`config.mk`:
```
export PLATFORM = sky130hd
export DESIGN_NAME = signal_cross_clk_domain_tx
export DESIGN_NICKNAME = d
export VERILOG_FILES = /design/src/rtl/signal_cross_clk_domain_tx_pkg.sv /design/src/rtl/signal_cross_clk_domain_tx_level_sync_chain.sv /design/src/rtl/signal_cross_clk_domain_tx.sv
export SDC_FILE = /design/constraint.sdc
export NUM_CORES = 1
export LEC_CHECK = 0
export CAP_MARGIN = 20
export CORE_AREA = 5 5 42 44
export DETAILED_ROUTE_END_ITERATION = 7
export DIE_AREA = 0 0 47 49
export HOLD_SLACK_MARGIN = 0.02
export PLACE_DENSITY = 0.76
export SYNTH_ARGS = -nofsm -noshare
export SYNTH_HDL_FRONTEND = slang
export SYNTH_SLANG_ARGS = --single-unit
```
`constraint.sdc`:
```
create_clock -name clk -period 2.7 [get_ports clk]
set_clock_uncertainty 0.05 [all_clocks]
set_input_delay 0.405 -clock clk [delete_from_list [all_inputs] [get_ports clk]]
set_output_delay 0.405 -clock clk [all_outputs]
set_load 0.005 [all_outputs]
```
`src/rtl/signal_cross_clk_domain_tx_pkg.sv`:
```
// Shared definitions for the four-phase event-crossing transmitter and its matching receiver.
package signal_cross_clk_domain_tx_pkg;

    typedef enum logic [1:0] {
        IDLE     = 2'd0,
        REQ_HIGH = 2'd1,
        REQ_LOW  = 2'd2
    } hs_state_t;

    localparam int DEFAULT_SYNC_STAGES = 2;
    localparam int DEFAULT_CNT_WIDTH   = 4;

endpackage

```
`src/rtl/signal_cross_clk_domain_tx_level_sync_chain.sv`:
```
// N-flop level synchronizer; every stage clears to 0 on asynchronous active-low reset.
module level_sync_chain #(
    parameter int STAGES = 2
) (
    input  logic clk,
    input  logic reset,
    input  logic d,
    output logic q
);

    logic [STAGES-1:0] chain;

    always_ff @(posedge clk or negedge reset) begin
        if (!reset) begin
            chain <= '0;
        end else begin
            chain <= {chain[STAGES-2:0], d};
        end
    end

    assign q = chain[STAGES-1];

endmodule

```
`src/rtl/signal_cross_clk_domain_tx.sv`:
```
// Source side of a four-phase req/ack event crossing: counts strobes on signal_in and
// launches one handshake per counted event towards the destination clock domain.
module signal_cross_clk_domain_tx
    import signal_cross_clk_domain_tx_pkg::*;
#(
    parameter int SYNC_STAGES = DEFAULT_SYNC_STAGES,
    parameter int CNT_WIDTH   = DEFAULT_CNT_WIDTH
) (
    input  logic                 clk,
    input  logic                 reset,
    input  logic                 signal_in,
    output logic                 req_out,
    input  logic                 ack_in,
    output logic [CNT_WIDTH-1:0] pending,
    output logic                 busy,
    output logic                 overflow,
    output logic [1:0]           fsm_state
);

    localparam logic [CNT_WIDTH-1:0] PEND_MAX = '1;

    hs_state_t            state;
    hs_state_t            state_next;
    logic                 ack_s;
    logic                 launch;
    logic                 full;
    logic                 accept;
    logic [CNT_WIDTH-1:0] pending_next;

    level_sync_chain #(
        .STAGES (SYNC_STAGES)
    ) u_ack_sync (
        .clk   (clk),
        .reset (reset),
        .d     (ack_in),
        .q     (ack_s)
    );

    // Handshake: req rises only from IDLE with ack_s low (a stale ack can never
    // complete a new request), then req holds until ack_s is seen high, and the
    // next launch waits until ack_s has returned low.
    always_comb begin
        state_next = state;
        launch     = 1'b0;
        unique case (state)
            IDLE: begin
                if ((pending != '0) && !ack_s) begin
                    state_next = REQ_HIGH;
                    launch     = 1'b1;
                end
            end
            REQ_HIGH: begin
                if (ack_s) begin
                    state_next = REQ_LOW;
                end
            end
            REQ_LOW: begin
                if (!ack_s) begin
                    state_next = IDLE;
                end
            end
            default: state_next = IDLE;
        endcase
    end

    always_ff @(posedge clk or negedge reset) begin
        if (!reset) begin
            state <= IDLE;
        end else begin
            state <= state_next;
        end
    end

    // A launch frees a slot this cycle, so a strobe arriving against a full counter is still accepted.
    assign full   = (pending == PEND_MAX);
    assign accept = signal_in && (!full || launch);

    always_comb begin
        pending_next = pending;
        if (accept && !launch) begin
            pending_next = pending + 1'b1;
        end else if (launch && !accept) begin
            pending_next = pending - 1'b1;
        end
    end

    always_ff @(posedge clk or negedge reset) begin
        if (!reset) begin
            pending  <= '0;
            req_out  <= 1'b0;
            busy     <= 1'b0;
            overflow <= 1'b0;
        end else begin
            pending  <= pending_next;
            req_out  <= (state_next == REQ_HIGH);
            busy     <= (state_next != IDLE);
            overflow <= signal_in && full && !launch;
        end
    end

    assign fsm_state = state;

endmodule
```
======== Yosys cells after proc, flatten, opt, wreduce, memory -nomap -nowiden ========
Cells that the tools add are included.
W data, S select, Z words.
operators by class
  $add $sub $neg .......................... 2
  equality and inequality tests ........... 4
  multiplexer cells ....................... 8
  reductions and logical operators ........ 15
operators with widths
  operator               number
  $mux W4                2
  $logic_and A1 B1 Y1    6
  $mux W2                3
  $pmux W2 S3            1
  $add A4 B1 Y4 const B  1
  $eq A2 B1 Y1 const B   2
  $eq A4 B4 Y1 const B   1
  $logic_not A1 Y1       4
  $reduce_bool A2 Y1     2
  $reduce_bool A4 Y1     1
  $sub A4 B1 Y4 const B  1
  $eq A2 B2 Y1 const B   1
  $logic_not A2 Y1       1
  $mux W1                2
  $logic_or A1 B1 Y1     1
storage, ports and cells
  bits in registers ....................... 11
  input port bits ......................... 4
  output and inout port bits .............. 9
  logic and storage cells ................. 35

======== Longest topological paths before layout ========
  word-level depth ........................ 10
  depth in mapped cells ................... 9

======== Cells and area by module ========
A second synthesis with hierarchy kept.
second synthesis, totals
  cell total of the unflattened synthesis .. 51
  area total of the unflattened synthesis .. 559.3 um^2
modules (own cells, without submodules)
  module                      instances  cells an instance  area each (um^2)
  signal_cross_clk_domain_tx  1          49                 509.2
  level_sync_chain            1          2                  50.0

======== Least setup slack after synthesis ========
OpenSTA, ideal clock, no wires.
  path kind ............................... register to register
  from .................................... register pending[3]
  to ...................................... register pending[3]
  library setup time ...................... 0.131 ns
  data arrival time ....................... 2.339 ns
  data required time ...................... 2.519 ns
  setup slack ............................. 0.180 ns
  stages on the path, launching flop included .. 9
  buffers on the path ..................... 0
  path through ............................ dfrtp_1 > or4_4 > nand2_1 > ha_1 > inv_1 > ha_1 > or4_1 > o211ai_1 > o211ai_1
between the ends
  cells in the longest elaborated chain, start to end .. 9
  elaborated cells between the ends (all ways) .. 17
RTL lines
  item                          line                              text
  from (decl)                   signal_cross_clk_domain_tx.sv:14  output logic [CNT_WIDTH-1:0] pending,
  from (signal assigned)        signal_cross_clk_domain_tx.sv:94  pending <= pending_next;
  $reduce_bool A4 Y1            signal_cross_clk_domain_tx.sv:47  if ((pending != '0) && !ack_s) begin
  $logic_and A1 B1 Y1           signal_cross_clk_domain_tx.sv:47
  $mux W1                       signal_cross_clk_domain_tx.sv:47
  $mux W1                       signal_cross_clk_domain_tx.sv:45  unique case (state)
  $logic_or A1 B1 Y1            signal_cross_clk_domain_tx.sv:76  assign accept = signal_in && (!full || launch);
  $logic_and A1 B1 Y1           signal_cross_clk_domain_tx.sv:76
  $logic_not A1 Y1              signal_cross_clk_domain_tx.sv:82  end else if (launch && !accept) begin
  $logic_and A1 B1 Y1           signal_cross_clk_domain_tx.sv:82
  $reduce_bool A2 Y1 (no line)  n/a
Several ways; a longest one is shown, not always the timed one. The select of a mux whose other input is x is not followed.
A chain may end at the register's enable or synchronous reset.

======== Worst setup path after layout ========
  from .................................... register pending[2]
  to ...................................... register pending[3]
Same word-level chain as after synthesis.

==> metrics.md <==
| Metric | Value |
|---|---|
| Outcome | completed |
| Most used cell, CP | o211ai_1 |
| GRT overflow | 0 |
| Final setup viols | 0 |
| Worst setup SP type | flop |
| Crit end category | flop |
| Initial Util | 39.9% |
| All-Layer GR Usage | 11.8% |
| Total power | 876 uW |
| Reg2Reg Setup Slack | 0.12 ns |
| Critical-path maximum fanout | 6 |
| Avg Cell Area, Syn | 11.0 um2 |
| Netlist Area Pre-Place | 559 um2 |
| Die span in y | 49 um |
| Max-Cap Viols | 0 |
| Post-Syn Nets | 59 |
| Crit path cell chain | or4_4 > nand2_1 > ha_2 > inv_1 > ha_4 > or4_1 > o211ai_1 > o211ai_1 |
| CTS tree | yes |
| Netlist cell types | 25 |
| Peak VDD IR | 0.594 mV |
| Layout cells sized above 1 | 18.6% |
| Pre-CTS setup slack | -0.0105 ns |
| Initial antenna violation count | 0 |
| Critical path class | flop to flop |
| Bufs on Longest Clock Path | 2 |
| Final hold violations | 0 |
| Peak Freq | 388 MHz |
| Number of synthesized flops with an enable pin | 0 |
| DR vias | 469 |
| Core box area | 0.00140 mm2 |
| RSZ-0062 raised after global routing | no |
| Leakage | 0.316 nW |
| Slew headroom | 68.4% |
| Die span in x | 47 um |
| Tcrit/Tclk final | 95.5% |
| Clk slew on worst S/H paths | 0.07 ns |
| # IOs | 13 |
| Gp weighted congestion | 0.727 |
| Worst EP arrival | 2.67 ns |
| Synth area leader | dfrtp_1 |
| Rows | 14 |
| First-pass GRT wire length | 1990 um |
| Post-synth top area share | 49.2% |
| Seq cells post-synth | 11 |
| Top-count cell post-synth | dfrtp_1 |
| Final min period | 2.58 ns |
| CTS sink cnt | 11 |
| Post-detail-place hpwl | 898 um |
| Ant diodes | 0 |
| Post-route setup slack | 0.122 ns |
| HP Class | flop to flop |
| Clock buffer count from CTS | 3 |
| DR vias/cell | 5.45 |
| Post-synth top cells | 11 x dfrtp_1, 4 x nor3_1 |
| Layout Cells excl Fill | 86 |
| Asr flop ratio synth | 100% |
| Synth Instances | 51 |
| TritonRoute pass-1 iters | 4 |
| Root buffer cell | clkbuf_4 |
| Detail Route Antenna Nets | 0 |
| Vias in the first global route | 483 |
| Synth Flop Type | dfrtp_1 |
| Dominant cells by area after synthesis | dfrtp_1 49%, ha_1 6.7%, xnor2_1 4.7% |
| Layout Utilization | 54.7% |
| Worst path slowest cell | or4_4 |
| H-tree level count | 1 |
| CP Data Required Time | 2.80 ns |
| Number of port buffers | 12 |
| Hold buffers post-CTS | 0 |
| Worst Max-Slew Pin Slew | 0.472 ns |
| Pins Over Slew Limit | 0 |
| Routed wire length | 1190 um |
| WHS | 0.308 ns |
| Post-placement cell count | 82 |
| Synthesis Warnings | 0 |
| Setup bufs post-CTS | 0 |
| Area growth syn-to-layout | 37.1% |
| DRT iter0 DRCs | 6 |
| Critical Path Max Stage Delay | 0.56 ns |
| DRC Markers | 0 |
| Post-DR wirelength/cell | 13.8 um |
| Die Area | 0.00230 mm2 |
| Sequential share of the synthesized area | 49.2% |
| Largest net degree at the start of global routing | 12 |
| # nets final | 79 |
| Clock insertion delay at the later pin of the skew report | 0.26 ns |
| Pwr dens | 1140 mW/mm2 |
worst max-delay path, delay by kind of cell, from the launching register on:
kind / cells / cell delay [ns]
flip-flops: 1 / 0.46
buffers and inverters: 1 / 0.13
AO/OA/AOI/OAI: 2 / 0.20
adder cells (fa/ha/maj): 2 / 0.49
AND/OR/NAND/NOR: 3 / 1.12
metrics by stage:
stage	cell area, um2	TNS, ns
5_1_grt	767	0
3_3_place_gp	724	0
6_report	767	0
2_1_floorplan	559	0
4_1_cts	754	0
3_5_place_dp	724	-0.0105
power breakdown:
group / switching [mW] / total (mW) / internal, mW
sequential: 0.0425 / 0.262 / 0.220
clock: 0.0561 / 0.111 / 0.0547
combinational: 0.219 / 0.503 / 0.284
routing by layer:
metal / GRT usage, % / up-vias / routed length [um]
met5: 0 / - / 0
met4: 6.91 / 0 / 6
met1: 13.2 / 229 / 481
li1: - / 221 / -
met2: 19.5 / 17 / 630
met3: 2.21 / 2 / 69
state kept, by name (all words and copies together) (netlist names):
name,cells
pending,4
fsm_state,2
u_ack_sync.chain,2
busy,1
overflow,1
req_out,1
worst paths after layout:
kind	from	to	depth (start not counted)
min in group asynchronous	reset	busy	1
max in group asynchronous	reset	overflow	1
hold / removal	u_ack_sync.chain[0]	u_ack_sync.chain[1]	0
setup reg to reg	pending[2]	pending[3]	8
hold reg to reg	u_ack_sync.chain[0]	u_ack_sync.chain[1]	0
setup / recovery	pending[2]	pending[3]	8
final cells by class:
| type | instances | area [um2] |
|---|---|---|
| Timing Repair Buffer | 16 | 150 |
| Tap cell | 16 | 20.0 |
| Inverter | 2 | 7.51 |
| Multi-Input combinational cell | 37 | 287 |
| Sequential cell | 11 | 275 |
| Fill cell | 145 | 634 |
| Clock buffer | 3 | 22.5 |
| Clock inverter | 1 | 5.00 |
cell families (layout without fill, tap and decap cells):
logic type | after synthesis | count (layout) | synth area share (%)
and+or+nand+nor | 20 | 20 | 19.9
DFF | 11 | 11 | 49.2
AOI/OAI and AO/OA | 8 | 8 | 9.84
adders and majority gates | 4 | 4 | 10.3
xor gates and xnor gates | 3 | 3 | 4.70
buffers and inverters | 3 | 22 | 2.24
muxes | 2 | 2 | 3.80
cell usage in the layout (no fill, tap or decap), types with 2 or more instances in the layout:
master / n
buf_4: 4
dfrtp_1: 11
o211ai_1: 2
clkdlybuf4s50_1: 12
xnor2_1: 3
nand3b_1: 2
nand2_1: 3
nor2_1: 3
a21oi_1: 2
nor3_1: 4
inv_1: 2
nand3_1: 2
clkbuf_4: 3
timing repair:
action | CTS | global route
gates resized for setup | 1 | 1
hold endpoints to repair | 0 | 0
endpoints found under the setup margin | 1 | 1
No activity file was read; power rests on OpenSTA's default activity.
